**config.mk**
```make
export PLATFORM = sky130hd
export DESIGN_NAME = mux_rr_arbiter
export DESIGN_NICKNAME = d
export VERILOG_FILES = /design/src/rtl/mux_arb_pkg.sv /design/src/rtl/mux_8to1.sv /design/src/rtl/mux_rr_arbiter.sv
export SDC_FILE = /design/constraint.sdc
export NUM_CORES = 1
export LEC_CHECK = 0
export CORE_AREA = 2 2 67 69
export DETAILED_ROUTE_END_ITERATION = 16
export DIE_AREA = 0 0 69 71
export PLACE_DENSITY = 0.85
export SLEW_MARGIN = 20
export SYNTH_ARGS = -nofsm -noshare
export SYNTH_HDL_FRONTEND = slang
export SYNTH_HIERARCHICAL = 1
export SYNTH_SLANG_ARGS = --single-unit
```
**constraint.sdc**
```tcl
create_clock -name clk -period 7 [get_ports clk]
set_clock_uncertainty 0.2 [all_clocks]
set_input_delay 1.4 -clock clk [delete_from_list [all_inputs] [get_ports clk]]
set_output_delay 1.4 -clock clk [all_outputs]
set_load 0.005 [all_outputs]
```
**src/rtl/mux_arb_pkg.sv**
```systemverilog
// Shared constants, FSM state encoding and helpers for the round-robin mux arbiter.
package mux_arb_pkg;

  localparam int N_REQ  = 8;
  localparam int DATA_W = 4;
  localparam int SEL_W  = 3;

  typedef enum logic [1:0] {
    IDLE   = 2'd0,
    SELECT = 2'd1,
    HOLD   = 2'd2
  } state_t;

  // One-hot decode of a requester index.
  function automatic logic [N_REQ-1:0] onehot(input logic [SEL_W-1:0] s);
    logic [N_REQ-1:0] base;
    base   = {{(N_REQ-1){1'b0}}, 1'b1};
    onehot = base << s;
  endfunction

endpackage

```
**src/rtl/mux_8to1.sv**
```systemverilog
// Plain 8:1 multiplexer of DATA_W-bit nibbles.
module mux_8to1
  import mux_arb_pkg::*;
(
  input  logic [SEL_W-1:0]  sel,
  input  logic [DATA_W-1:0] in0,
  input  logic [DATA_W-1:0] in1,
  input  logic [DATA_W-1:0] in2,
  input  logic [DATA_W-1:0] in3,
  input  logic [DATA_W-1:0] in4,
  input  logic [DATA_W-1:0] in5,
  input  logic [DATA_W-1:0] in6,
  input  logic [DATA_W-1:0] in7,
  output logic [DATA_W-1:0] out
);

  // Route the selected input to the output.
  always_comb begin
    out = {DATA_W{1'b0}};
    case (sel)
      3'd0:    out = in0;
      3'd1:    out = in1;
      3'd2:    out = in2;
      3'd3:    out = in3;
      3'd4:    out = in4;
      3'd5:    out = in5;
      3'd6:    out = in6;
      3'd7:    out = in7;
      default: out = {DATA_W{1'b0}};
    endcase
  end

endmodule

```
**src/rtl/mux_rr_arbiter.sv**
```systemverilog
// Round-robin arbiter sharing one 8:1 nibble mux between eight requesters,
// with a registered valid/ready output and a one-cycle ack to the winner.
module mux_rr_arbiter
  import mux_arb_pkg::*;
(
  input  logic              clk,
  input  logic              rst_n,
  input  logic [N_REQ-1:0]  req,
  input  logic [DATA_W-1:0] in0,
  input  logic [DATA_W-1:0] in1,
  input  logic [DATA_W-1:0] in2,
  input  logic [DATA_W-1:0] in3,
  input  logic [DATA_W-1:0] in4,
  input  logic [DATA_W-1:0] in5,
  input  logic [DATA_W-1:0] in6,
  input  logic [DATA_W-1:0] in7,
  output logic [N_REQ-1:0]  grant,
  output logic [N_REQ-1:0]  ack,
  output logic [SEL_W-1:0]  sel,
  output logic [DATA_W-1:0] data_out,
  output logic              out_valid,
  input  logic              out_ready,
  output logic              busy
);

  state_t              state_r, state_s;
  logic [SEL_W-1:0]    ptr_r, ptr_s;
  logic [SEL_W-1:0]    sel_r, sel_s;
  logic [N_REQ-1:0]    grant_r, grant_s;
  logic [N_REQ-1:0]    ack_r, ack_s;
  logic [DATA_W-1:0]   data_r, data_s;
  logic                valid_r, valid_s;
  logic                busy_r, busy_s;

  logic [2*N_REQ-1:0]  req_dbl_s;
  logic [N_REQ-1:0]    req_rot_s;
  logic [SEL_W-1:0]    offset_s;
  logic [SEL_W-1:0]    winner_s;
  logic [DATA_W-1:0]   mux_out_s;

  // The mux always looks at the registered select, so it is settled one
  // cycle after the grant and its output is captured at the SELECT edge.
  mux_8to1 u_mux (
    .sel (sel_r),
    .in0 (in0),
    .in1 (in1),
    .in2 (in2),
    .in3 (in3),
    .in4 (in4),
    .in5 (in5),
    .in6 (in6),
    .in7 (in7),
    .out (mux_out_s)
  );

  // Rotate req so ptr sits at bit 0, find the first set bit, un-rotate.
  always_comb begin
    req_dbl_s = {req, req};
    req_rot_s = req_dbl_s[ptr_r +: N_REQ];
    offset_s  = {SEL_W{1'b0}};
    for (int i = N_REQ - 1; i >= 0; i--) begin
      if (req_rot_s[i]) begin
        offset_s = SEL_W'(i);
      end else begin
        offset_s = offset_s;
      end
    end
    winner_s = ptr_r + offset_s;
  end

  // Next-state and next-datapath decode for the IDLE/SELECT/HOLD sequence.
  always_comb begin
    state_s = state_r;
    ptr_s   = ptr_r;
    sel_s   = sel_r;
    grant_s = grant_r;
    ack_s   = {N_REQ{1'b0}};
    data_s  = data_r;
    valid_s = valid_r;
    case (state_r)
      IDLE: begin
        if (|req) begin
          sel_s   = winner_s;
          grant_s = onehot(winner_s);
          state_s = SELECT;
        end else begin
          state_s = IDLE;
        end
      end
      SELECT: begin
        data_s  = mux_out_s;
        valid_s = 1'b1;
        state_s = HOLD;
      end
      HOLD: begin
        if (out_ready) begin
          valid_s = 1'b0;
          grant_s = {N_REQ{1'b0}};
          ack_s   = onehot(sel_r);
          ptr_s   = sel_r + 3'd1;
          state_s = IDLE;
        end else begin
          state_s = HOLD;
        end
      end
      default: begin
        valid_s = 1'b0;
        grant_s = {N_REQ{1'b0}};
        state_s = IDLE;
      end
    endcase
    busy_s = (state_s != IDLE);
  end

  // FSM state register.
  always_ff @(posedge clk) begin
    if (!rst_n) begin
      state_r <= IDLE;
    end else begin
      state_r <= state_s;
    end
  end

  // Datapath and output registers; reset drops any in-flight transfer.
  always_ff @(posedge clk) begin
    if (!rst_n) begin
      ptr_r   <= 3'd0;
      sel_r   <= 3'd0;
      grant_r <= 8'd0;
      ack_r   <= 8'd0;
      data_r  <= 4'd0;
      valid_r <= 1'b0;
      busy_r  <= 1'b0;
    end else begin
      ptr_r   <= ptr_s;
      sel_r   <= sel_s;
      grant_r <= grant_s;
      ack_r   <= ack_s;
      data_r  <= data_s;
      valid_r <= valid_s;
      busy_r  <= busy_s;
    end
  end

  assign grant     = grant_r;
  assign ack       = ack_r;
  assign sel       = sel_r;
  assign data_out  = data_r;
  assign out_valid = valid_r;
  assign busy      = busy_r;

endmodule

```
# After elaboration in Yosys (flattened, before gate mapping)
# Index checks and enable logic that the tools add are counted.
word_totals:
  ff_bits: 30
  inputBits: 43
  out_inout_bits: 25
  elab_cells: 52
op_classes:
  n_shift: 3
  n_addsub: 2
  n_reduce_logical: 9
  bitwise_logic: 2
  muxes: 17
  n_eq_ne: 11
ops:
  columns: ["op", "count"]
  rows:
  - ["one-hot mux 4 bit (8 select lines)", 1]
  - ["2-to-1 mux 3 bit", 8]
  - ["one-hot mux 8 bit (3 select lines)", 1]
  - ["2-to-1 mux 8 bit", 2]
  - ["indexed part select 16 x 4 -> 8 bit", 1]
  - ["<< shifter 1 x 3 -> 8 bit (first input constant)", 2]
  - ["equality test 3 bit (second input constant)", 4]
  - ["OR reduction 8 bit", 1]
  - ["equality test 3 x 2 -> 1 bit (second input constant)", 2]
  - ["one-hot mux 2 bit (3 select lines)", 1]
  - ["AND reduction 2 bit", 3]
  - ["AND reduction 3 bit", 2]
  - ["inequality test 2 bit (second input constant)", 2]
  - ["adder 3 x 1 -> 3 bit (second input constant)", 1]
  - ["adder 3 bit", 1]
  - ["equality test 3 x 1 -> 1 bit (second input constant)", 1]
  - ["logical NOT 3 bit", 1]
  - ["one-hot mux 1 bit (3 select lines)", 1]
  - ["equality test 2 x 1 -> 1 bit (second input constant)", 1]
  - ["equality test 2 bit (second input constant)", 1]
  - ["logical NOT 2 bit", 1]
  - ["2-to-1 mux 1 bit", 2]
  - ["2-to-1 mux 2 bit", 1]
  - ["inverter 1 bit", 2]
  - ["nonzero test 2 bit", 1]

# Logic depth before layout (Yosys ltp)
# Gate-level depths: netlist (run 1).
depth:
  word_depth: 13
  depth_mapped: 14

# By module
# Netlist (run 1), hierarchy kept.
modules_own_cells:
  columns: ["mod", "area_each_um2", "instances", "cells_each"]
  rows:
  - ["mux_rr_arbiter", 1737.9, 1, 194]
  - ["mux_8to1", 307.8, 1, 39]

# Worst setup path before layout (run 1)
# No wires, ideal clock.
synth_timing:
  path_type: "input to register"
  start: "input port req[3]"
  end: "register grant_r[2] (netlist: grant[2])"
  n_path_buf: 1
  required_ps: 6683
  arrival_ps: 3714
  stages: 11
  path_slack_ps: 2969
  path_cell_list: "clkbuf_1 mux2i_1 mux4_1 a21boi_0 o21a_1 o21ai_1 ha_1 inv_1 fa_1 xor2_2 a22o_1"
synth_between:
  elab_chain_cells: 13
synth_lines:
  columns: ["item", "line_no", "text"]
  rows:
  - ["start, declared", "mux_rr_arbiter.sv:8", "input logic [N_REQ-1:0] req,"]
  - ["indexed part select 16 x 4 -> 8 bit", "mux_rr_arbiter.sv:59", "req_rot_s = req_dbl_s[ptr_r +: N_REQ];"]
  - ["2-to-1 mux 3 bit (8 in a row)", "mux_rr_arbiter.sv:62", "if (req_rot_s[i]) begin"]
  - ["adder 3 bit", "mux_rr_arbiter.sv:68", "winner_s = ptr_r + offset_s;"]
  - ["<< shifter 1 x 3 -> 8 bit", "mux_arb_pkg.sv:18", "onehot = base << s;"]
  - ["2-to-1 mux 8 bit", "mux_rr_arbiter.sv:82", "if (|req) begin"]
  - ["one-hot mux 8 bit (3 select lines)", "mux_rr_arbiter.sv:80", "case (state_r)"]
  - ["end signal, assigned", "mux_rr_arbiter.sv:137", "grant_r <= grant_s;"]
  - ["end, declared", "mux_rr_arbiter.sv:29", "logic [N_REQ-1:0] grant_r, grant_s;"]
# Several ways; a longest one is shown, not always the timed one. The select of a mux whose other input is x is not followed.
# A chain may end at the register's enable or synchronous reset.

# Worst setup path in the final report (run 1)
layout_timing:
  start: "input port req[6]"
  end: "register grant_r[3] (netlist: grant[3])"
# The elaborated chain is that of the path after synthesis.

==> flow_metrics.tcl, run 1 <==
set metrics [dict create \
    status "completed" \
    maxCapViolations 0 \
    grt_pass1_vias 1869 \
    cts.path.max_buffers 2 \
    syn-cell-area_um2 2050 \
    fin_ws_ps 2550 \
    placed_cell_area_um2 2670 \
    fmax_ghz 0.224 \
    yosys-top-cells-area "dfxtp_1 29%, mux2i_1 12%, nand2_1 3.7%, and2_1 3.4%, nor2_1 3.3%" \
    ys.flop_type "dfxtp_1" \
    numCtsBuffers 5 \
    required_ps 7030 \
    synth_seq_cells 30 \
    cts_root_buf "clkbuf_8" \
    yosysSeqAreaShare 0.294 \
    p_per_area_nw_per_um2 175 \
    grt_max_degree 31 \
    finalWirelength_um 5030 \
    wl_per_cell_um 14.5 \
    worstRegToRegCells 10 \
    die_y_um 71 \
    synth_top_area_cell "dfxtp_1" \
    grtUsageTotal 0.211 \
    cts_tree "built" \
    nets 343 \
    period_needed_ps 4450 \
    ios 68 \
    port-buffer-count 67 \
    cts_setup_buffers 0 \
    r2r-start "ptr_r[1]$_SDFFE_PN0P_" \
    rr_endpoint "grant[3]$_SDFFE_PN0P_" \
    synthArstFlopShare 0 \
    yosys-top-cells-count "30 x dfxtp_1, 25 x mux2i_1, 20 x nand2_1, 18 x nor2_1" \
    worst_pin_slew_ps 1040 \
    rsz0062_at_grt "no" \
    postCtsHoldBufs 0 \
    diodes 0 \
    timing.reg2reg.setup_slack_ps 3210 \
    seqCellArea_um2 601 \
    gp_congestion 0.859 \
    hold_viol 0 \
    dieWidth_um 69 \
    ir_worst_vdd_mv 0.116 \
    clkSinkCount 30 \
    antenna_left 0 \
    fill_cells 357 \
    max_slew_margin 0.308 \
    synth.distinct_cells 52 \
    antenna_found_initial 0 \
    synth_nets 282 \
    cp-endpoint "grant[3]$_SDFFE_PN0P_" \
    drive_gt1_frac 0.0678 \
    fin_setup_tns_ps 0 \
    p_total_mw 0.485 \
    syn_to_final_growth_pct 35.2 \
    grt_overflow 0 \
    first_pass_iters 4 \
    cts_resized 0 \
    synth-edff-count 0 \
    cp-startpoint "req[6]" \
    clkTransAtPathRegs_ps 70 \
    syn_inst 233 \
    drv_slew 0 \
    min_path_type "reg2reg" \
    critPathArrivalTime_ps 4490 \
    synth.top_cell.area_share 0.294 \
    drc 0 \
    vias 1917 \
    fin_area_um2 2770 \
    holdWs_ps 259 \
    crit_fanout 10 \
    rows 24 \
    grt_pass1_wl_um 8480 \
    drt-initial-drc-count 142 \
    synth.most_common_cell "dfxtp_1" \
    p_leak_nw 1.03 \
    critical_path_class "in2reg" \
    place_hpwl_um 3920 \
    via_per_inst 5.52 \
    final-setup-viol-count 0 \
    floorplan.die_area_um2 4900 \
    syn_avg_cell_area_um2 8.78 \
    multiInputGateArea_um2 1290 \
    insertion_delay_ps 280 \
    worst_setup_path_end_kind "flop" \
    h-tree-depth 2 \
    cp-start-kind "primary input" \
    core_um2 4200 \
    initial_utilization 0.487 \
    period_share 0.636 \
    dpl_worst_slack_ps 2300 \
    ys_warn_count 6 \
]
[layer usage]
metal | track usage | vias up | wire, um | share of wire
met4 | 0.0915 | 0 | 127 | 0.025
met3 | 0.0513 | 13 | 351 | 0.070
met5 | 0 | - | 0 | 0
li1 | - | 966 | - | -
met1 | 0.259 | 859 | 2150 | 0.43
met2 | 0.353 | 79 | 2400 | 0.48
[critical path: stages]
cell and delay (ps):
clkdlybuf4s50_1 690, mux2i_1 180, mux4_1 510, a21boi_0 130, o21a_1 180, o21ai_1 130, ha_1 160, inv_1 50
fa_1 510, nor3b_1 340, a22o_2 190
[per-stage QoR]
step | util | instances
2_1_floorplan | - | 233
3_3_place_gp | 0.635 | 339
6_report | 0.658 | 347
4_1_cts | 0.658 | 347
5_1_grt | 0.658 | 347
3_5_place_dp | 0.635 | 339
[where the power goes]
| group | internal, mW | total (mW) | leakage, nW | switching [mW] |
|---|---|---|---|---|
| Sequential | 0.182 | 0.201 | 0.244 | 0.0190 |
| Combinational | 0.0812 | 0.140 | 0.743 | 0.0588 |
| Clock | 0.0788 | 0.143 | 0.0472 | 0.0646 |
| Total | 0.342 | 0.485 | 1.03 | 0.142 |
[placed cells by master (no fill, tap or decap), drive strengths merged, types with 2 or more instances in the layout]
cell type / netlist / final
nor3: 8 / 8
ha: 5 / 5
nand2: 20 / 20
a31oi: 3 / 3
mux2i: 26 / 26
clkinv: 1 / 2
inv: 10 / 10
a32oi: 3 / 3
o211a: 2 / 2
and2: 11 / 11
xor2: 2 / 2
dfxtp: 30 / 30
o21a: 2 / 2
a22o: 5 / 5
clkdlybuf4s50: 0 / 67
nand3b: 2 / 2
nor2: 18 / 18
nand2b: 2 / 2
o22a: 3 / 3
clkbuf: 6 / 6
a21oi: 8 / 8
or2: 2 / 2
o21ai: 12 / 12
mux2: 3 / 3
o32a: 2 / 2
nor3b: 9 / 9
a211oi: 4 / 4
nor2b: 8 / 8
o22ai: 4 / 4
[area by class of cell]
cell class	instances	share of cell area
Clock buffer	6	0.0299
Clock inverter	2	0.00452
Inverter	11	0.0149
Multi-Input combinational cell	179	0.467
Sequential cell	30	0.217
Tap cell	52	0.0235
Timing Repair Buffer	67	0.243
[how the worst min path moves through the flow]
stage,from,endpoint,slack (ps),cells after the start
finish,grant[1]$_SDFFE_PN0P_,grant[1]$_SDFFE_PN0P_,260,2
global placement,grant[1]$_SDFFE_PN0P_,grant[1]$_SDFFE_PN0P_,250,2
floorplan,grant[0]$_SDFFE_PN0P_,grant[0]$_SDFFE_PN0P_,250,2
CTS,grant[1]$_SDFFE_PN0P_,grant[1]$_SDFFE_PN0P_,270,2
detailed placement,grant[4]$_SDFFE_PN0P_,grant[4]$_SDFFE_PN0P_,250,2
global route,grant[5]$_SDFFE_PN0P_,grant[5]$_SDFFE_PN0P_,310,2
[sequential cells by signal (all words and copies together) (netlist names)]
name and flops:
ack 8, grant 8, data_out 4, ptr_r 3, sel 3, state_r 2, busy 1, out_valid 1
[logic make-up after synthesis]
| group | share of synthesized area |
|---|---|
| XOR/XNOR | 0.0202 |
| AND/OR/NAND/NOR | 0.209 |
| multiplexers | 0.158 |
| AO/OA/AOI/OAI | 0.199 |
| adder cells (fa/ha/maj) | 0.0459 |
| flip-flops | 0.294 |
| buffers and inverters | 0.0746 |
Power figures use the tool's default switching activity.
==> inputs of run 2 (changes only) <==
--- a/config.mk
+++ b/config.mk
@@ -5,10 +5,10 @@
 export SDC_FILE = /design/constraint.sdc
 export NUM_CORES = 1
 export LEC_CHECK = 0
-export CORE_AREA = 2 2 67 69
+export CORE_AREA = 2 2 70 72
 export DETAILED_ROUTE_END_ITERATION = 16
-export DIE_AREA = 0 0 69 71
-export PLACE_DENSITY = 0.85
+export DIE_AREA = 0 0 72 74
+export PLACE_DENSITY = 0.79
 export SLEW_MARGIN = 20
 export SYNTH_ARGS = -nofsm -noshare
 export SYNTH_HDL_FRONTEND = slang
==> constraint.sdc (replaced) <==
create_clock -name clk -period 4.1 [get_ports clk]
set_clock_uncertainty 0.2 [all_clocks]
set_input_delay 0.82 -clock clk [delete_from_list [all_inputs] [get_ports clk]]
set_output_delay 0.82 -clock clk [all_outputs]
set_load 0.005 [all_outputs]
==> run 2 against run 1 <==
Effect of this change:
- clock power increased by 93%
- die area rose by 8.8%
- critical path depth rose by 2
- non-clock buffer count grew 12
- routed wire length increased by 3.8%
- sequential share of layout area shrank 0.81 points
- worst setup slack got worse by 2200 ps
- core utilization decreased by 3.3 points
- via count is 2.3% higher
- power grew 80%
- first-iteration DRC count shrank 42%
- final cell count grew 4.0%
- largest cell class unchanged
- largest power group unchanged
- highest routed layer unchanged
==> flow_metrics.tcl, run 2 (synthesis results as in run 1) <==
set metrics [dict create \
    cts_tree "built" \
    antenna_found_initial 0 \
    max_slew_margin 0.630 \
    cp-start-kind "primary input" \
    power.net_switching_mw 0.244 \
    cts.path.max_buffers 2 \
    min_path_type "reg2reg" \
    port-buffer-count 67 \
    core_um2 4600 \
    grt_pass1_wl_um 8300 \
    grtUsageTotal 0.196 \
    cts_root_buf "clkbuf_8" \
    grt_overflow 0 \
    clkSinkCount 30 \
    internal_power_mw 0.627 \
    timing.reg2reg.setup_slack_ps 650 \
    placed_cell_area_um2 2760 \
    required_ps 4120 \
    finalWirelength_um 5220 \
    critPathArrivalTime_ps 3760 \
    rows 25 \
    cp-startpoint "req[3]" \
    insertion_delay_ps 280 \
    min_path_cells 2 \
    swShare 0.280 \
    initial_utilization 0.445 \
    ios 68 \
    crit_fanout 7 \
    floorplan.die_area_um2 5330 \
    fin_setup_tns_ps 0 \
    grt_pass1_vias 1718 \
    cts_setup_buffers 0 \
    place_hpwl_um 3980 \
    syn_to_final_growth_pct 40.4 \
    drv_slew 0 \
    worst_pin_slew_ps 554 \
    critical_path_class "in2reg" \
    dieWidth_um 72 \
    cts_resized 0 \
    drc 0 \
    seqPwrFrac 0.380 \
    period_share 0.911 \
    p_comb_frac 0.303 \
    holdPathEnd "grant[5]$_SDFFE_PN0P_" \
    status "completed" \
    grt_max_degree 22 \
    nets 355 \
    hold_viol 0 \
    r2r-start "ptr_r[1]$_SDFFE_PN0P_" \
    antenna_left 0 \
    layout_commonest_cell "clkdlybuf4s50_1" \
    fill_cells 391 \
    worstRegToRegCells 11 \
    ir_worst_vdd_mv 0.248 \
    numCtsBuffers 5 \
    rr_endpoint "grant[3]$_SDFFE_PN0P_" \
    rsz0062_at_grt "no" \
    period_needed_ps 3730 \
    fmax_ghz 0.268 \
    worst_setup_path_end_kind "flop" \
    p_leak_nw 1.10 \
    maxCapViolations 0 \
    diodes 0 \
    wl_per_cell_um 14.5 \
    gp_congestion 0.835 \
    die_y_um 74 \
    via_per_inst 5.43 \
    first_pass_iters 4 \
    drt-initial-drc-count 82 \
    p_clk_frac 0.317 \
    h-tree-depth 2 \
    clkTransAtPathRegs_ps 60 \
    p_per_area_nw_per_um2 303 \
    postCtsHoldBufs 0 \
    drive_gt1_frac 0.104 \
    hp-start "grant[5]$_SDFFE_PN0P_" \
    fin_area_um2 2870 \
    vias 1962 \
    final-setup-viol-count 0 \
    mostFrequentLayoutCells "67 x clkdlybuf4s50_1, 30 x dfxtp_1, 25 x mux2i_1" \
]
==> run 2: cell types whose count changed in the layout (fill, tap and decap cells not counted), sizes merged <==
cell	before	now
clkbuf	6	8
clkinvlp	1	0
clkinv	2	1
buf	0	12
==> run 2: final cells by class <==
cell class,count,area (um^2),share of cell area
flip-flops and latches,30,601,0.209
inverters,11,41.3,0.0144
multi-input cells,179,1290,0.450
well taps,54,67.6,0.0235
repair buffers,79,761,0.265
clock buffers,8,110,0.0383
==> run 2: worst max-delay path, cell delays in order <==
cell	delay [ps]
clkdlybuf4s50_1	440
buf_4	170
mux2i_1	160
mux2i_1	100
or2_2	300
nor2b_1	140
o21a_1	190
o21ai_1	150
ha_1	170
inv_1	50
fa_1	530
nor3b_1	360
a22o_2	190
==> run 2: how the worst max path moves through the flow <==
stage | to | slack (ps) | depth (start not counted)
after floorplan | grant[2]$_SDFFE_PN0P_ | 650 | 11
after global placement | grant[2]$_SDFFE_PN0P_ | 270 | 13
after detailed placement | grant[3]$_SDFFE_PN0P_ | 120 | 13
after CTS | grant[3]$_SDFFE_PN0P_ | 400 | 13
after global routing | grant[3]$_SDFFE_PN0P_ | 240 | 13
final | grant[3]$_SDFFE_PN0P_ | 370 | 13
==> run 2: per-stage QoR <==
stage | setup WS, ps | cells | power (mW) | hold WS, ps | utilization
5_1_grt | 237 | 361 | 0.919 | 298 | 0.625
4_1_cts | 396 | 361 | 0.876 | 282 | 0.625
2_1_floorplan | 649 | 233 | 0.493 | 249 | -
3_3_place_gp | 266 | 353 | 0.595 | 256 | 0.601
3_5_place_dp | 121 | 353 | 0.599 | 251 | 0.601
6_report | 366 | 361 | 0.871 | 272 | 0.625
==> run 2: power by group through the flow <==
stage	registers (mW)	clock network (mW)	logic [mW]
3_5_place_dp	0.337	0	0.262
3_3_place_gp	0.337	0	0.259
5_1_grt	0.334	0.295	0.289
2_1_floorplan	0.333	0	0.161
4_1_cts	0.331	0.281	0.264
6_report	0.331	0.276	0.264
==> run 2: routing by layer <==
| layer | global-route usage | vias to the layer above | wire [um] |
|---|---|---|---|
| met1 | 0.273 | 915 | 2540 |
| met4 | 0.0440 | 0 | 30 |
| met3 | 0.0434 | 4 | 260 |
| met5 | 0 | - | 0 |
| li1 | - | 982 | - |
| met2 | 0.315 | 61 | 2390 |
==> inputs of run 3 (changes only) <==
--- a/config.mk
+++ b/config.mk
@@ -5,10 +5,11 @@
 export SDC_FILE = /design/constraint.sdc
 export NUM_CORES = 1
 export LEC_CHECK = 0
-export CORE_AREA = 2 2 70 72
+export CORE_AREA = 2 2 69 71
+export CTS_BUF_LIST = sky130_fd_sc_hd__clkbuf_4
 export DETAILED_ROUTE_END_ITERATION = 16
-export DIE_AREA = 0 0 72 74
-export PLACE_DENSITY = 0.79
+export DIE_AREA = 0 0 71 73
+export PLACE_DENSITY = 0.81
 export SLEW_MARGIN = 20
 export SYNTH_ARGS = -nofsm -noshare
 export SYNTH_HDL_FRONTEND = slang
==> run 3 against run 2 <==
Effect of this change:
- combinational power barely moved
- worst hold slack better by 3.9 ps
- cell area down 2.2%
- final cell count down 0.28%
- power fell by 12%
==> flow_metrics.tcl, run 3 (synthesis results as in run 1) <==
set metrics [dict create \
    insertion_delay_ps 320 \
    drv_slew 0 \
    cts.path.max_buffers 2 \
    fill_cells 399 \
    core_um2 4540 \
    min_path_type "reg2reg" \
    required_ps 4170 \
    vias 1949 \
    port-buffer-count 67 \
    postCtsHoldBufs 0 \
    grt_overflow 0 \
    cts_tree "built" \
    status "completed" \
    crit_fanout 6 \
    mostFrequentLayoutCells "67 x clkdlybuf4s50_1, 30 x dfxtp_1, 25 x mux2i_1" \
    numCtsBuffers 5 \
    rsz0062_at_grt "no" \
    period_share 0.889 \
    syn_to_final_growth_pct 37.3 \
    gp_congestion 0.887 \
    diodes 0 \
    fmax_ghz 0.274 \
    ir_worst_vdd_mv 0.191 \
    drive_gt1_frac 0.0980 \
    via_per_inst 5.41 \
    floorplan.die_area_um2 5180 \
    cts_root_buf "clkbuf_4" \
    h-tree-depth 2 \
    p_leak_nw 1.07 \
    ios 68 \
    final_cells 360 \
    initial_utilization 0.451 \
    place_hpwl_um 4000 \
    nets 354 \
    worst_setup_path_end_kind "flop" \
    layout_commonest_cell "clkdlybuf4s50_1" \
    worst_pin_slew_ps 538 \
    drt-initial-drc-count 112 \
    antenna_left 0 \
    grtUsageTotal 0.206 \
    first_pass_iters 4 \
    max_slew_margin 0.641 \
    final-setup-viol-count 0 \
    clkSinkCount 30 \
    rows 25 \
    die_y_um 73 \
    finalWirelength_um 5180 \
    grt_max_degree 22 \
    clkTransAtPathRegs_ps 100 \
    antenna_found_initial 0 \
    dp_cells 352 \
    cp-start-kind "primary input" \
    grt_pass1_vias 1878 \
    critical_path_class "in2reg" \
    grt_pass1_wl_um 8600 \
    fin_setup_tns_ps 0 \
    p_per_area_nw_per_um2 271 \
    cts_setup_buffers 0 \
    critPathArrivalTime_ps 3720 \
    hold_viol 0 \
    cts_resized 0 \
    period_needed_ps 3650 \
    maxCapViolations 0 \
    drc 0 \
    wl_per_cell_um 14.4 \
    dieWidth_um 71 \
]
[run 3: power by group]
part / switching, mW / internal, mW / total, mW
Clock: 0.106 / 0.0637 / 0.169
Combinational: 0.118 / 0.145 / 0.263
Sequential: 0.0196 / 0.311 / 0.330
Total: 0.243 / 0.520 / 0.763
[run 3: metrics by stage]
step / worst slack, ps / utilization / power [mW] / cell area (um^2) / hold slack, ps
global placement: 233 / 0.607 / 0.593 / 2760 / 257
global route: 267 / 0.619 / 0.809 / 2810 / 306
CTS: 475 / 0.619 / 0.768 / 2810 / 279
finish: 454 / 0.619 / 0.763 / 2810 / 276
floorplan: 649 / - / 0.493 / 2050 / 249
detailed placement: 128 / 0.607 / 0.598 / 2760 / 260
[run 3: layer usage]
layer | up-vias | GRT usage | share of wire
li1 | 989 | - | -
met1 | 887 | 0.274 | 0.47
met2 | 65 | 0.329 | 0.46
met3 | 8 | 0.0497 | 0.055
met4 | 0 | 0.0650 | 0.012
met5 | - | 0 | 0
[run 3: layout make-up]
class / count / area, um^2 / share of cell area
Multi-Input combinational cell: 179 / 1290 / 0.460
Tap cell: 54 / 67.6 / 0.0241
Inverter: 11 / 41.3 / 0.0147
Sequential cell: 30 / 601 / 0.214
Clock buffer: 5 / 37.5 / 0.0134
Timing Repair Buffer: 78 / 753 / 0.268
Clock inverter: 3 / 16.3 / 0.00579
[run 3: path summary, 6_finish.rpt]
path	start	endpoint	slack [ps]	cells past startpoint
worst min register to register	grant[5]$_SDFFE_PN0P_	grant[5]$_SDFFE_PN0P_	280	2
worst max-delay path	req[4]	grant[7]$_SDFFE_PN0P_	450	11
worst max register to register	ptr_r[1]$_SDFFE_PN0P_	grant[7]$_SDFFE_PN0P_	630	12
worst min-delay path	grant[5]$_SDFFE_PN0P_	grant[5]$_SDFFE_PN0P_	280	2
[run 3: critical path: stages]
cell,delay (ps)
clkdlybuf4s50_1,570
mux2i_1,140
mux4_1,490
a21boi_0,140
o21a_1,180
o21ai_1,140
ha_1,160
inv_1,40
fa_1,520
nor3b_1,330
a22o_1,180
